--- config.mk ---
export PLATFORM = sky130hd
export DESIGN_NAME = iommu_reg_access_flat
export DESIGN_NICKNAME = d
export VERILOG_FILES = /design/src/rtl/iommu_reg_access_if.sv /design/src/rtl/iommu_reg_access.sv /design/src/flat_wrapper.sv
export SDC_FILE = /design/constraint.sdc
export NUM_CORES = 1
export LEC_CHECK = 0
export BUFFER_PORTS_ARGS = -buffer_cell sky130_fd_sc_hd__buf_2
export CORE_AREA = 2 2 268 270
export CTS_BUF_LIST = sky130_fd_sc_hd__clkbuf_4 sky130_fd_sc_hd__clkbuf_8
export CTS_CLUSTER_SIZE = 8
export DETAILED_ROUTE_END_ITERATION = 6
export DIE_AREA = 0 0 270 272
export GPL_TIMING_DRIVEN = 0
export MAX_ROUTING_LAYER = met4
export PLACE_DENSITY_LB_ADDON = 0.1
export SLEW_MARGIN = 20
export SYNTH_ARGS = -nofsm -noshare
export SYNTH_HDL_FRONTEND = slang
export SYNTH_SLANG_ARGS = --single-unit
--- constraint.sdc ---
create_clock -name clk_i -period 6.55 [get_ports clk_i]
set_input_delay 1.965 -clock clk_i [delete_from_list [all_inputs] [get_ports clk_i]]
set_output_delay 1.965 -clock clk_i [all_outputs]
set_load 0.01 [all_outputs]
--- src/rtl/iommu_reg_access_if.sv ---
`default_nettype none
// ---------------------------------------------------------------------------
// Module   : iommu_reg_access_if
// Brief    : valid/ready request + response channel feeding iommu_reg_access
// Revision : 1.0
// ---------------------------------------------------------------------------
interface iommu_reg_access_if #(
  parameter int ADDR_WIDTH = 12
);
  logic                  req_valid;
  logic                  req_ready;
  logic                  req_write;
  logic [ADDR_WIDTH-1:0] req_addr;
  logic [31:0]           req_wdata;
  logic [3:0]            req_wstrb;
  logic                  rsp_valid;
  logic                  rsp_ready;
  logic [31:0]           rsp_rdata;
  logic                  rsp_error;

  modport master (
    output req_valid, req_write, req_addr, req_wdata, req_wstrb, rsp_ready,
    input  req_ready, rsp_valid, rsp_rdata, rsp_error
  );

  modport slave (
    input  req_valid, req_write, req_addr, req_wdata, req_wstrb, rsp_ready,
    output req_ready, rsp_valid, rsp_rdata, rsp_error
  );
endinterface
`default_nettype wire

--- src/rtl/iommu_reg_access.sv ---
`default_nettype none
// ---------------------------------------------------------------------------
// Module   : iommu_reg_access
// Brief    : 32-bit bus front-end onto NUM_REGS 64-bit IOMMU registers (we/re/wd).
//            Optional IOMMU_REG_ATOMIC64_EN buffers the low half until the high half.
// Revision : 1.0
// ---------------------------------------------------------------------------
module iommu_reg_access #(
  parameter int NUM_REGS   = 8,
  parameter int ADDR_WIDTH = 12
) (
  input  logic                   clk_i,
  input  logic                   rst_ni,
  iommu_reg_access_if.slave      bus,
  output logic [NUM_REGS-1:0]    reg_we_o,
  output logic [NUM_REGS-1:0]    reg_re_o,
  output logic [63:0]            reg_wd_o,
  input  logic [NUM_REGS*64-1:0] reg_qs_i
);
  localparam int IDX_W = ADDR_WIDTH - 3;
  localparam int SEL_W = (NUM_REGS > 1) ? $clog2(NUM_REGS) : 1;

  typedef enum logic [1:0] {
    IDLE = 2'd0,
    EXEC = 2'd1,
    RESP = 2'd2
  } state_e;

  state_e           state_q, state_d;
  logic             write_q, half_q, err_q;
  logic [SEL_W-1:0] sel_q;
  logic [31:0]      wdata_q;
  logic [3:0]       wstrb_q;
  logic [31:0]      rdata_q, rdata_d;

  logic [IDX_W-1:0] req_idx;
  logic             req_err;
  logic [63:0]      qs_arr [NUM_REGS];
  logic [63:0]      cur;
  logic [31:0]      cur_half, merged, low_word;
  logic [63:0]      wd_full;
  logic             commit;

  assign req_idx = bus.req_addr[ADDR_WIDTH-1:3];
  assign req_err = (bus.req_addr[1:0] != 2'b00) || (32'(req_idx) >= 32'(NUM_REGS));

  for (genvar g = 0; g < NUM_REGS; g++) begin : g_qs
    assign qs_arr[g] = reg_qs_i[64*g +: 64];
  end

  assign cur      = qs_arr[sel_q];
  assign cur_half = half_q ? cur[63:32] : cur[31:0];

  always_comb begin
    merged = cur_half;
    for (int b = 0; b < 4; b++) begin
      if (wstrb_q[b]) merged[8*b +: 8] = wdata_q[8*b +: 8];
    end
  end

`ifdef IOMMU_REG_ATOMIC64_EN
  logic             shd_valid_q, shd_valid_d;
  logic [SEL_W-1:0] shd_idx_q, shd_idx_d;
  logic [31:0]      shd_low_q, shd_low_d;

  // Low-half writes park in the shadow; the high-half write commits both words.
  assign low_word = (shd_valid_q && (shd_idx_q == sel_q)) ? shd_low_q : cur[31:0];
  assign commit   = half_q;

  always_comb begin
    shd_valid_d = shd_valid_q;
    shd_idx_d   = shd_idx_q;
    shd_low_d   = shd_low_q;
    if (state_q == EXEC && write_q && !err_q) begin
      if (!half_q) begin
        shd_valid_d = 1'b1;
        shd_idx_d   = sel_q;
        shd_low_d   = merged;
      end else begin
        shd_valid_d = 1'b0;
      end
    end
  end

  always_ff @(posedge clk_i) begin
    if (!rst_ni) begin
      shd_valid_q <= 1'b0;
      shd_idx_q   <= '0;
      shd_low_q   <= '0;
    end else begin
      shd_valid_q <= shd_valid_d;
      shd_idx_q   <= shd_idx_d;
      shd_low_q   <= shd_low_d;
    end
  end
`else
  assign low_word = cur[31:0];
  assign commit   = 1'b1;
`endif

  assign wd_full = half_q ? {merged, low_word} : {cur[63:32], merged};

  always_comb begin
    state_d  = state_q;
    rdata_d  = rdata_q;
    reg_we_o = '0;
    reg_re_o = '0;
    reg_wd_o = '0;
    case (state_q)
      IDLE: if (bus.req_valid) state_d = EXEC;
      EXEC: begin
        state_d = RESP;
        rdata_d = '0;
        if (!err_q) begin
          if (write_q) begin
            if (commit) begin
              reg_we_o[sel_q] = 1'b1;
              reg_wd_o        = wd_full;
            end
          end else begin
            reg_re_o[sel_q] = 1'b1;
            rdata_d         = cur_half;
          end
        end
      end
      RESP:    if (bus.rsp_ready) state_d = IDLE;
      default: state_d = IDLE;
    endcase
  end

  always_ff @(posedge clk_i) begin
    if (!rst_ni) begin
      state_q <= IDLE;
      write_q <= 1'b0;
      half_q  <= 1'b0;
      err_q   <= 1'b0;
      sel_q   <= '0;
      wdata_q <= '0;
      wstrb_q <= '0;
      rdata_q <= '0;
    end else begin
      state_q <= state_d;
      rdata_q <= rdata_d;
      if (state_q == IDLE && bus.req_valid) begin
        write_q <= bus.req_write;
        half_q  <= bus.req_addr[2];
        err_q   <= req_err;
        sel_q   <= req_idx[SEL_W-1:0];
        wdata_q <= bus.req_wdata;
        wstrb_q <= bus.req_wstrb;
      end
    end
  end

  assign bus.req_ready = (state_q == IDLE);
  assign bus.rsp_valid = (state_q == RESP);
  assign bus.rsp_rdata = (state_q == RESP) ? rdata_q : 32'd0;
  assign bus.rsp_error = (state_q == RESP) && err_q;
endmodule
`default_nettype wire

--- src/flat_wrapper.sv ---
// flat-port wrapper written by rule: the top's interface ports become plain ports
module iommu_reg_access_flat 
#(
  parameter int NUM_REGS   = 8,
  parameter int ADDR_WIDTH = 12
)
  (clk_i, rst_ni, reg_we_o, reg_re_o, reg_wd_o, reg_qs_i, bus_req_valid, bus_req_write, bus_req_addr, bus_req_wdata, bus_req_wstrb, bus_rsp_ready, bus_req_ready, bus_rsp_valid, bus_rsp_rdata, bus_rsp_error);
  iommu_reg_access_if #(.ADDR_WIDTH(ADDR_WIDTH)) bus_i ();
  input  logic clk_i;
  input  logic rst_ni;
  output logic [NUM_REGS-1:0] reg_we_o;
  output logic [NUM_REGS-1:0] reg_re_o;
  output logic [63:0] reg_wd_o;
  input  logic [NUM_REGS*64-1:0] reg_qs_i;
  input wire logic [$bits(bus_i.req_valid)-1:0] bus_req_valid;
  input wire logic [$bits(bus_i.req_write)-1:0] bus_req_write;
  input wire logic [$bits(bus_i.req_addr)-1:0] bus_req_addr;
  input wire logic [$bits(bus_i.req_wdata)-1:0] bus_req_wdata;
  input wire logic [$bits(bus_i.req_wstrb)-1:0] bus_req_wstrb;
  input wire logic [$bits(bus_i.rsp_ready)-1:0] bus_rsp_ready;
  output wire logic [$bits(bus_i.req_ready)-1:0] bus_req_ready;
  output wire logic [$bits(bus_i.rsp_valid)-1:0] bus_rsp_valid;
  output wire logic [$bits(bus_i.rsp_rdata)-1:0] bus_rsp_rdata;
  output wire logic [$bits(bus_i.rsp_error)-1:0] bus_rsp_error;
  assign bus_i.req_valid = bus_req_valid;
  assign bus_i.req_write = bus_req_write;
  assign bus_i.req_addr = bus_req_addr;
  assign bus_i.req_wdata = bus_req_wdata;
  assign bus_i.req_wstrb = bus_req_wstrb;
  assign bus_i.rsp_ready = bus_rsp_ready;
  assign bus_req_ready = bus_i.req_ready;
  assign bus_rsp_valid = bus_i.rsp_valid;
  assign bus_rsp_rdata = bus_i.rsp_rdata;
  assign bus_rsp_error = bus_i.rsp_error;
  iommu_reg_access #(.NUM_REGS(NUM_REGS), .ADDR_WIDTH(ADDR_WIDTH)) u_core (.clk_i(clk_i), .rst_ni(rst_ni), .bus(bus_i), .reg_we_o(reg_we_o), .reg_re_o(reg_re_o), .reg_wd_o(reg_wd_o), .reg_qs_i(reg_qs_i));
endmodule
==> results of run 1 <==
## metal layers
metal  part of all wire [%]  wire, um  GRT usage [%]
met1                     43     24700           18.7
met2                     52     29900           27.5
met3                    4.3      2460           2.79
met4                    1.1       640           2.78
met5                      0         0              -
## tightest hold or removal path, delay by kind of cell, from the launching register on
kind | cells | cell delay, ns
AND/OR/NAND/NOR | 1 | 0.06
AO/OA/AOI/OAI | 1 | 0.06
flip-flops | 1 | 0.32
## how the worst min path moves through the flow
| stage | start | to | slack [ns] | cells after the start |
|---|---|---|---|---|
| 2_1_floorplan | u_core.rdata_q[0] | u_core.rdata_q[0] | 0.44 | 2 |
| 3_3_place_gp | u_core.rdata_q[1] | u_core.rdata_q[1] | 0.46 | 2 |
| 4_1_cts | u_core.wdata_q[13] | u_core.wdata_q[13] | 0.48 | 2 |
| 6_report | u_core.rdata_q[0] | u_core.rdata_q[0] | 0.48 | 2 |
| 5_1_grt | u_core.wdata_q[14] | u_core.wdata_q[14] | 0.52 | 2 |
| 3_5_place_dp | u_core.rdata_q[0] | u_core.rdata_q[0] | 0.46 | 2 |
## cell families (layout without fill, tap and decap cells)
| kind of cell | count (synthesis) | count (layout) | synth area share (%) |
|---|---|---|---|
| and+or+nand+nor | 255 | 255 | 15.0 |
| muxes | 192 | 192 | 45.8 |
| DFF | 76 | 76 | 19.7 |
| other | 0 | 2 | 0 |
| buffers and inverters | 88 | 783 | 5.35 |
| AOI/OAI and AO/OA | 140 | 140 | 14.2 |
## stage by stage
stage	utilization (%)	hold slack, ns
final	17.7	0.479
after global routing	17.7	0.516
after floorplan	-	0.445
after global placement	17.4	0.455
after CTS	17.7	0.483
after detailed placement	17.4	0.464
## power groups by stage
stage                     sequential [W]  clock [W]  combinational, W
after global placement          0.000523          0          0.000689
after global routing            0.000517   0.000492          0.000730
after floorplan                 0.000514          0          0.000340
final                           0.000512   0.000450          0.000668
after detailed placement        0.000523          0          0.000691
after CTS                       0.000512   0.000483          0.000693
## cells in the final DEF, fill, tap and decap left out, drive strengths merged, types with 2 or more instances in the layout
cell type | Yosys | layout
buf | 35 | 714
nor2 | 74 | 74
o221ai | 32 | 32
a21boi | 42 | 42
mux2i | 64 | 64
nand3 | 34 | 34
nand2b | 9 | 9
mux4 | 128 | 128
clkbuf | 53 | 66
nor4 | 3 | 3
and2 | 34 | 34
dfxtp | 76 | 76
nor3b | 2 | 2
nand2 | 89 | 89
a211oi | 64 | 64
nor3 | 6 | 6
diode | 0 | 2
## sequential cells by signal (all words and copies together), names as in the netlist
register,count
u_core.wstrb_q,4
u_core.err_q,1
u_core.write_q,1
u_core.half_q,1
u_core.state_q,2
u_core.wdata_q,32
u_core.sel_q,3
u_core.rdata_q,32
## final cells by class
class,instances,share of cell area (%)
Clock inverter,3,0.339
Antenna cell,2,0.0399
Multi-Input combinational cell,587,46.2
Clock buffer,13,1.43
Timing Repair Buffer,679,27.1
Tap cell,950,9.48
Sequential cell,76,12.1
Buffer,88,3.30
==> impl_results.md, run 1 <==
* Die width at 270 um
* Worst relative slew slack at 24.7%
* Clock network fraction of total power at 27.6%
* First-pass GRT wire length at 77,800 um
* Switch Pwr at 0.000593 W
* Initial core utilization at 10.9%
* RePlAce Congestion at 0.878
* Setup slack after placement at 1.06 ns
* Slew @ Worst Pin at 1.13 ns
* Fill cells at 8,098
* Combinational share of power at 41.0%
* Unique masters post-synth at 29
* Element type at the critical path end: output pin
* Reg clk slew, reported paths at 0.08 ns
* Max Cap Viol at 0
* Area share of the largest cell type after synthesis at 37.3%
* Top_reg_cell synth: dfxtp_1
* Cts hold-fix bufs at 0
* Non-Filler Instances at 2,398
* Worst setup margin at 1.10 ns
* Minimum clock period at 5.45 ns
* Top cells by count, synth: mux4_2 (128), nand2_1 (89), dfxtp_1 (76), nor2_1 (74), a211oi_1 (64)
* HPWL after DPL at 48,200 um
* Flop pwr share at 31.4%
* Final ANT Viol Nets at 0
* RR Startpoint: u_core.sel_q[1]
* CP required at 4.59 ns
* Routed wire length at 57,800 um
* Drt pass-1 iters at 4
* Crit-path max cell delay at 0.58 ns
* Routed via count at 9,396
* Period utilisation layout at 83.3%
* CTS tree: done
* CTS Buf Count at 9
* PwrDens at 130 mW/mm^2
* Count of cell instances traversed by the critical path at 5
* Synth area leaders: mux4_2 (37%), dfxtp_1 (20%), mux2i_1 (8.2%), a211oi_1 (6.2%), nand2_1 (4.3%)
* Initial DRC count at 364
* Setup TNS at 0 ns
* CTS Buffer Depth at 2
* Crit-path cells: buf_2, mux4_2, mux2i_1, a211oi_1, buf_2
* Total power at 0.00163 W
* Vias per inst at 3.92
* Worst Path Arrival at 3.49 ns
* Residual DRC at 0
* Worst Setup Start Kind: primary input
* Final Instance Area at 0.0125 mm^2
* Row count at 98
* Critical-path maximum fanout at 2
* Die Area at 0.0734 mm^2
* Sequential fraction of the synthesis area at 19.7%
* Synth async-reset ratio at 0%
* Vias in the first global route at 10.2k
* Area Overhead vs Synth at 62.4%
* Cell with the most instances after synthesis: mux4_2
* Postcts setup bufs at 0
* Total GRT Usage at 15.6%
* Gate count after technology mapping at 751
* GRT overflow at 0
* Inst Count DP at 2,380
* Synthesized cell area at 0.00772 mm^2
* Syn_nets at 1,316
* Post-Syn Area per Cell at 10.3 um^2
* Register Area at 0.00152 mm^2
* DR WL/cell at 24.1 um
* Final Max Tran Viols at 0
* Worst Setup Path Type: in2out
* Worst path slowest cell: mux2i_1
* Family with the most delay on the worst path: multiplexers
* Core area at 0.0708 mm^2
* Worst R2R Path Depth at 6
* Root buf cell: clkbuf_8
* Layout cells sized above 1 at 59.4%
* Initial antenna violation count at 4
* Switching part of the total at 36.4%
* Setup violators final at 0
* NumNets Final at 2,006
* Critical path origin: reg_qs_i[511]
* Clock Sinks at 76
* Port bufs at 679
* Clk_skew at 0.0154 ns
* Worst-Skew Late Latency at 0.44 ns
* Post-synth top area cell: mux4_2
* Worst min path class: reg2reg
* Die height at 272 um
* Seq cells post-synth at 76
* Peak supply drop at 55.3 uV
* Crit path buffers/inverters at 2
* H-tree Lvls at 3
* DP Area at 0.0123 mm^2
* RSZ-0062 raised after global routing: false
* R2R Path End: u_core.rdata_q[26]
* Total I/O pin count at 680
* Post-cts sizing count at 0
* Final-report hold violation count at 0
* Post-synth EDFFs at 0
* Leakage power at 5.44 nW
* R2R setup slack at 3.89 ns
* Pin count of the biggest net entering global routing at 13
* P_int at 0.00104 W
* Multi-input logic area at 0.00579 mm^2
* Outcome: completed
* Synth warnings at 0
* Worst setup endpoint: reg_wd_o[63]
* Max Fclk at 183 MHz
* CP most frequent cell: buf_2
No activity file was read; power rests on OpenSTA's default activity.
==> run 2, diff against run 1 <==
clock period = 4.95 ns   (was 6.55 ns; I/O delays follow)
==> run 2 against run 1 <==
Effect of this change: sequential share of layout area about the same; final area about the same; sequential power increased by 32%; via count about the same; global-route usage unchanged; total power increased by 32%; critical path depth increased by 2; combinational power increased by 32%; flip-flop and latch count unchanged; routed wire length about the same; critical path type is now reg2out; highest routed layer unchanged.
==> impl_results.md, run 2 (synthesized netlist as in run 1, its figures left out) <==
* Initial DRC count at 363
* Port bufs at 679
* Period utilisation layout at 93.7%
* First-pass GRT wire length at 77,800 um
* Final-report hold violation count at 0
* Die width at 270 um
* Non-Filler Instances at 2,398
* Die height at 272 um
* Peak supply drop at 73.1 uV
* Element type at the critical path end: output pin
* Worst Setup Path Type: reg2out
* Commonest non-fill, non-tap cell in the layout: buf_2
* Slew @ Worst Pin at 1.13 ns
* Residual DRC at 0
* Outcome: completed
* Highest-count cells in the layout ignoring fill and taps: buf_2 (701), mux4_2 (128), nand2_1 (89), dfxtp_1 (76), nor2_1 (74)
* Postcts setup bufs at 0
* NumNets Final at 2,006
* Critical-path maximum fanout at 10
* Top Registers: u_core.rdata_q x32, u_core.wdata_q x32, u_core.wstrb_q x4
* CTS Buffer Depth at 2
* Clock Sinks at 76
* Cts hold-fix bufs at 0
* Crit path buffers/inverters at 4
* RSZ-0062 raised after global routing: false
* Initial core utilization at 10.9%
* Worst relative slew slack at 24.7%
* Setup TNS at 0 ns
* RePlAce Congestion at 0.878
* Routed wire length at 57,800 um
* Max Fclk at 216 MHz
* Pin count of the biggest net entering global routing at 13
* PwrDens at 172 mW/mm^2
* GRT overflow at 0
* Die Area at 0.0734 mm^2
* Inst Count DP at 2,380
* CP most frequent cell: buf_2
* Reg clk slew, reported paths at 0.09 ns
* Total power at 0.00216 W
* Post-cts sizing count at 0
* Max Cap Viol at 0
* CTS Buf Count at 9
* Worst path slowest cell: buf_2
* Setup violators final at 0
* Routing usage on met1 at 18.7%
* Area Overhead vs Synth at 62.5%
* Final ANT Viol Nets at 0
* Clk_skew at 0.0154 ns
* DR WL/cell at 24.1 um
* Worst min path class: reg2reg
* GR peak layer: met2
* Vias per inst at 3.92
* Final Max Tran Viols at 0
* Worst Setup Start Kind: flop
* CP required at 3.46 ns
* H-tree Lvls at 3
* Leakage power at 5.44 nW
* Total GRT Usage at 15.6%
* Layout cells sized above 1 at 59.5%
* Total I/O pin count at 680
* Fill cells at 8,098
* GR Util met3 at 2.79%
* Worst Path Arrival at 3.15 ns
* Family with the most delay on the worst path: buffers and inverters
* Crit-path max cell delay at 0.53 ns
* Crit-path cells: buf_2, buf_2, buf_2, mux4_2, mux2i_1, a211oi_1, buf_2
* Row count at 98
* CTS tree: done
* HPWL after DPL at 48,200 um
* Core area at 0.0708 mm^2
* Initial antenna violation count at 4
* Drt pass-1 iters at 4
* Worst-Skew Late Latency at 0.44 ns
* Minimum clock period at 4.64 ns
* Met2 usage at 27.5%
* Routed via count at 9,397
* Vias in the first global route at 10.2k
* Root buf cell: clkbuf_8
-- run 2: cell counts in the layout (fill, tap and decap cells not counted) --
Identical to the previous run, type by type.
-- run 2: cell type report --
class	instances	area (um^2)	area share, %
clock buffers	13	179	1.43
well taps	950	1190	9.48
clock inverters	3	42.5	0.339
multi-input cells	587	5790	46.2
diodes	2	5.00	0.0399
plain buffers	88	415	3.31
repair buffers	679	3400	27.1
flip-flops and latches	76	1520	12.1
-- run 2: worst min-delay path: stages, from the launching register on --
cell and delay (ns):
dfxtp_1 0.32, nand3_1 0.06, o221ai_1 0.06
-- run 2: path summary, 6_finish.rpt --
| path | start | cells after the start | endpoint | slack (ns) |
|---|---|---|---|---|
| worst min register to register | u_core.rdata_q[0] | 2 | u_core.rdata_q[0] | 0.48 |
| worst min-delay path | u_core.rdata_q[0] | 2 | u_core.rdata_q[0] | 0.48 |
| worst max-delay path | u_core.sel_q[1] | 7 | reg_wd_o[23] | 0.31 |
| worst max register to register | u_core.sel_q[1] | 6 | u_core.rdata_q[26] | 2.29 |
-- run 2: per-stage QoR --
stage | setup WS, ns | util [%] | instance area (um^2) | hold slack [ns]
finish | 0.311 | 17.7 | 12500 | 0.479
global route | 0.0716 | 17.7 | 12500 | 0.516
CTS | 0.122 | 17.7 | 12500 | 0.483
detailed placement | 0.416 | 17.4 | 12300 | 0.464
global placement | 0.412 | 17.4 | 12300 | 0.455
floorplan | 1.20 | - | 7720 | 0.445
-- run 2: power by group --
part / switching (W) / total [W] / internal, W
clock network: 0.000308 / 0.000595 / 0.000287
logic: 0.000448 / 0.000883 / 0.000435
registers: 0.0000287 / 0.000678 / 0.000649
total: 0.000785 / 0.00216 / 0.00137
-- run 2: per-layer routing --
| layer | vias up | wire length [um] |
|---|---|---|
| met5 | - | 0 |
| met4 | 0 | 640 |
| met3 | 28 | 2460 |
| met2 | 364 | 29900 |
| met1 | 4657 | 24700 |
| li1 | 4348 | - |
==> run 3, diff against run 2 <==
REMOVE_ABC_BUFFERS = 1   (was default)
==> run 3 against run 2 <==
Effect of this change: final area up 0.43%; register-to-register slack better by 0.05 ns; hold slack got worse by 0.0013 ns; die area did not move; critical path type unchanged; largest cell class unchanged.
==> impl_results.md, run 3 (synthesized netlist as in run 1, its figures left out) <==
* Critical-path maximum fanout at 38
* P_int at 0.00150 W
* Non-Filler Instances at 2,329
* Row count at 98
* Final core utilization at 17.8%
* CP required at 3.46 ns
* Crit-path max cell delay at 0.58 ns
* DR WL/cell at 19.3 um
* Register Area at 0.00153 mm^2
* Final Instance Area at 0.0126 mm^2
* First-pass GRT wire length at 65,000 um
* Total I/O pin count at 680
* HPWL after DPL at 37,300 um
* Slew @ Worst Pin at 0.734 ns
* Drt pass-1 iters at 4
* Initial core utilization at 10.9%
* Fill cells at 8,009
* Highest-count cells in the layout ignoring fill and taps: buf_2 (678), mux4_2 (128), nand2_1 (88), nor2_1 (74), dfxtp_1 (73)
* Area Overhead vs Synth at 63.2%
* Die height at 272 um
* Routed wire length at 44,900 um
* CTS Buffer Depth at 2
* CTS Buf Count at 9
* Inst Count DP at 2,309
* Multi-input logic area at 0.00583 mm^2
* Root buf cell: clkbuf_8
* Die Area at 0.0734 mm^2
* Combinational share of power at 36.3%
* Worst path slowest cell: mux4_2
* Worst Setup Start Kind: flop
* Clock network fraction of total power at 32.1%
* Leakage power at 5.42 nW
* Initial antenna violation count at 2
* Die width at 270 um
* RePlAce Congestion at 0.861
* Reg clk slew, reported paths at 0.09 ns
* Crit path buffers/inverters at 4
* Worst Setup Path Type: reg2out
* Period utilisation layout at 91.6%
* NumNets Final at 1,936
* Cts hold-fix bufs at 0
* CTS tree: done
* Initial DRC count at 304
* Peak supply drop at 107 uV
* Total GRT Usage at 12.3%
* Max Fclk at 221 MHz
* DP Area at 0.0123 mm^2
* Port bufs at 679
* Final ANT Viol Nets at 0
* Layout cells sized above 1 at 62.0%
* Setup violators final at 0
* Postcts setup bufs at 0
* Clock Sinks at 76
* Commonest non-fill, non-tap cell in the layout: buf_2
* Core area at 0.0708 mm^2
* RSZ-0062 raised after global routing: false
* Crit-path cells: buf_12, buf_12, buf_16, mux4_2, mux2i_1, a211oi_1, buf_2
* Setup slack after placement at 0.569 ns
* Final-report hold violation count at 0
* Post-cts sizing count at 0
* Worst Path Arrival at 3.05 ns
* Vias per inst at 3.86
* PwrDens at 175 mW/mm^2
* Worst min path class: reg2reg
* Worst setup margin at 0.416 ns
* Worst relative slew slack at 51.0%
* Outcome: completed
* Switching part of the total at 31.6%
* Element type at the critical path end: output pin
* Final Max Tran Viols at 0
* Routed via count at 8,979
* GRT overflow at 0
* Flop pwr share at 31.5%
* Switch Pwr at 0.000696 W
* Max Cap Viol at 0
* Clk_skew at 0.0135 ns
* Residual DRC at 0
* Worst-Skew Late Latency at 0.41 ns
* Pin count of the biggest net entering global routing at 53
* Top Registers: u_core.rdata_q x32, u_core.wdata_q x32, u_core.wstrb_q x4
* Minimum clock period at 4.53 ns
* CP most frequent cell: buf_12
* Family with the most delay on the worst path: buffers and inverters
* Vias in the first global route at 9,767
* H-tree Lvls at 3
==> run 3: worst min-delay path, cell delays in order, from the launching register on <==
cell and delay [ns]:
dfxtp_1 0.33, nand2_1 0.06, a21boi_1 0.05
==> run 3: stage by stage <==
stage          hold WS (ns)  power (W)  TNS, ns
5_1_grt               0.507    0.00237        0
6_report              0.478    0.00220        0
2_1_floorplan         0.444    0.00115  -293.40
4_1_cts               0.483    0.00228        0
3_3_place_gp          0.458    0.00158  -597.30
3_5_place_dp          0.462    0.00153        0
==> run 3: final timing paths <==
kind	startpoint	to	slack (ns)	cells after the start
max	u_core.sel_q[0]	reg_wd_o[50]	0.42	7
min	u_core.wdata_q[14]	u_core.wdata_q[14]	0.48	2
max reg2reg	u_core.sel_q[0]	u_core.rdata_q[18]	2.34	6
min reg2reg	u_core.wdata_q[14]	u_core.wdata_q[14]	0.48	2
==> run 3: layout make-up <==
class | count | area share, %
clock inverter | 4 | 0.954
antenna | 3 | 0.0596
multi-input combinational | 587 | 46.3
tap | 950 | 9.44
clock buffer | 12 | 1.21
sequential | 76 | 12.2
timing repair buffer | 697 | 29.9
==> run 3: power by group through the flow <==
stage	Combinational [W]	Clock [W]	Sequential, W
floorplan	0.000410	0	0.000740
global placement	0.000794	0	0.000783
detailed placement	0.000817	0	0.000713
CTS	0.000819	0.000767	0.000699
global route	0.000884	0.000780	0.000702
finish	0.000799	0.000707	0.000694
==> run 3: metal layers <==
metal / vias up / share of wire (%) / global-route usage [%] / wire length, um
met5: - / 0 / - / 0
li1: 4199 / - / - / -
met1: 4404 / 38 / 13.4 / 17300
met2: 360 / 54 / 22.8 / 24400
met3: 16 / 6.4 / 3.06 / 2880
met4: 0 / 0.77 / 1.81 / 345
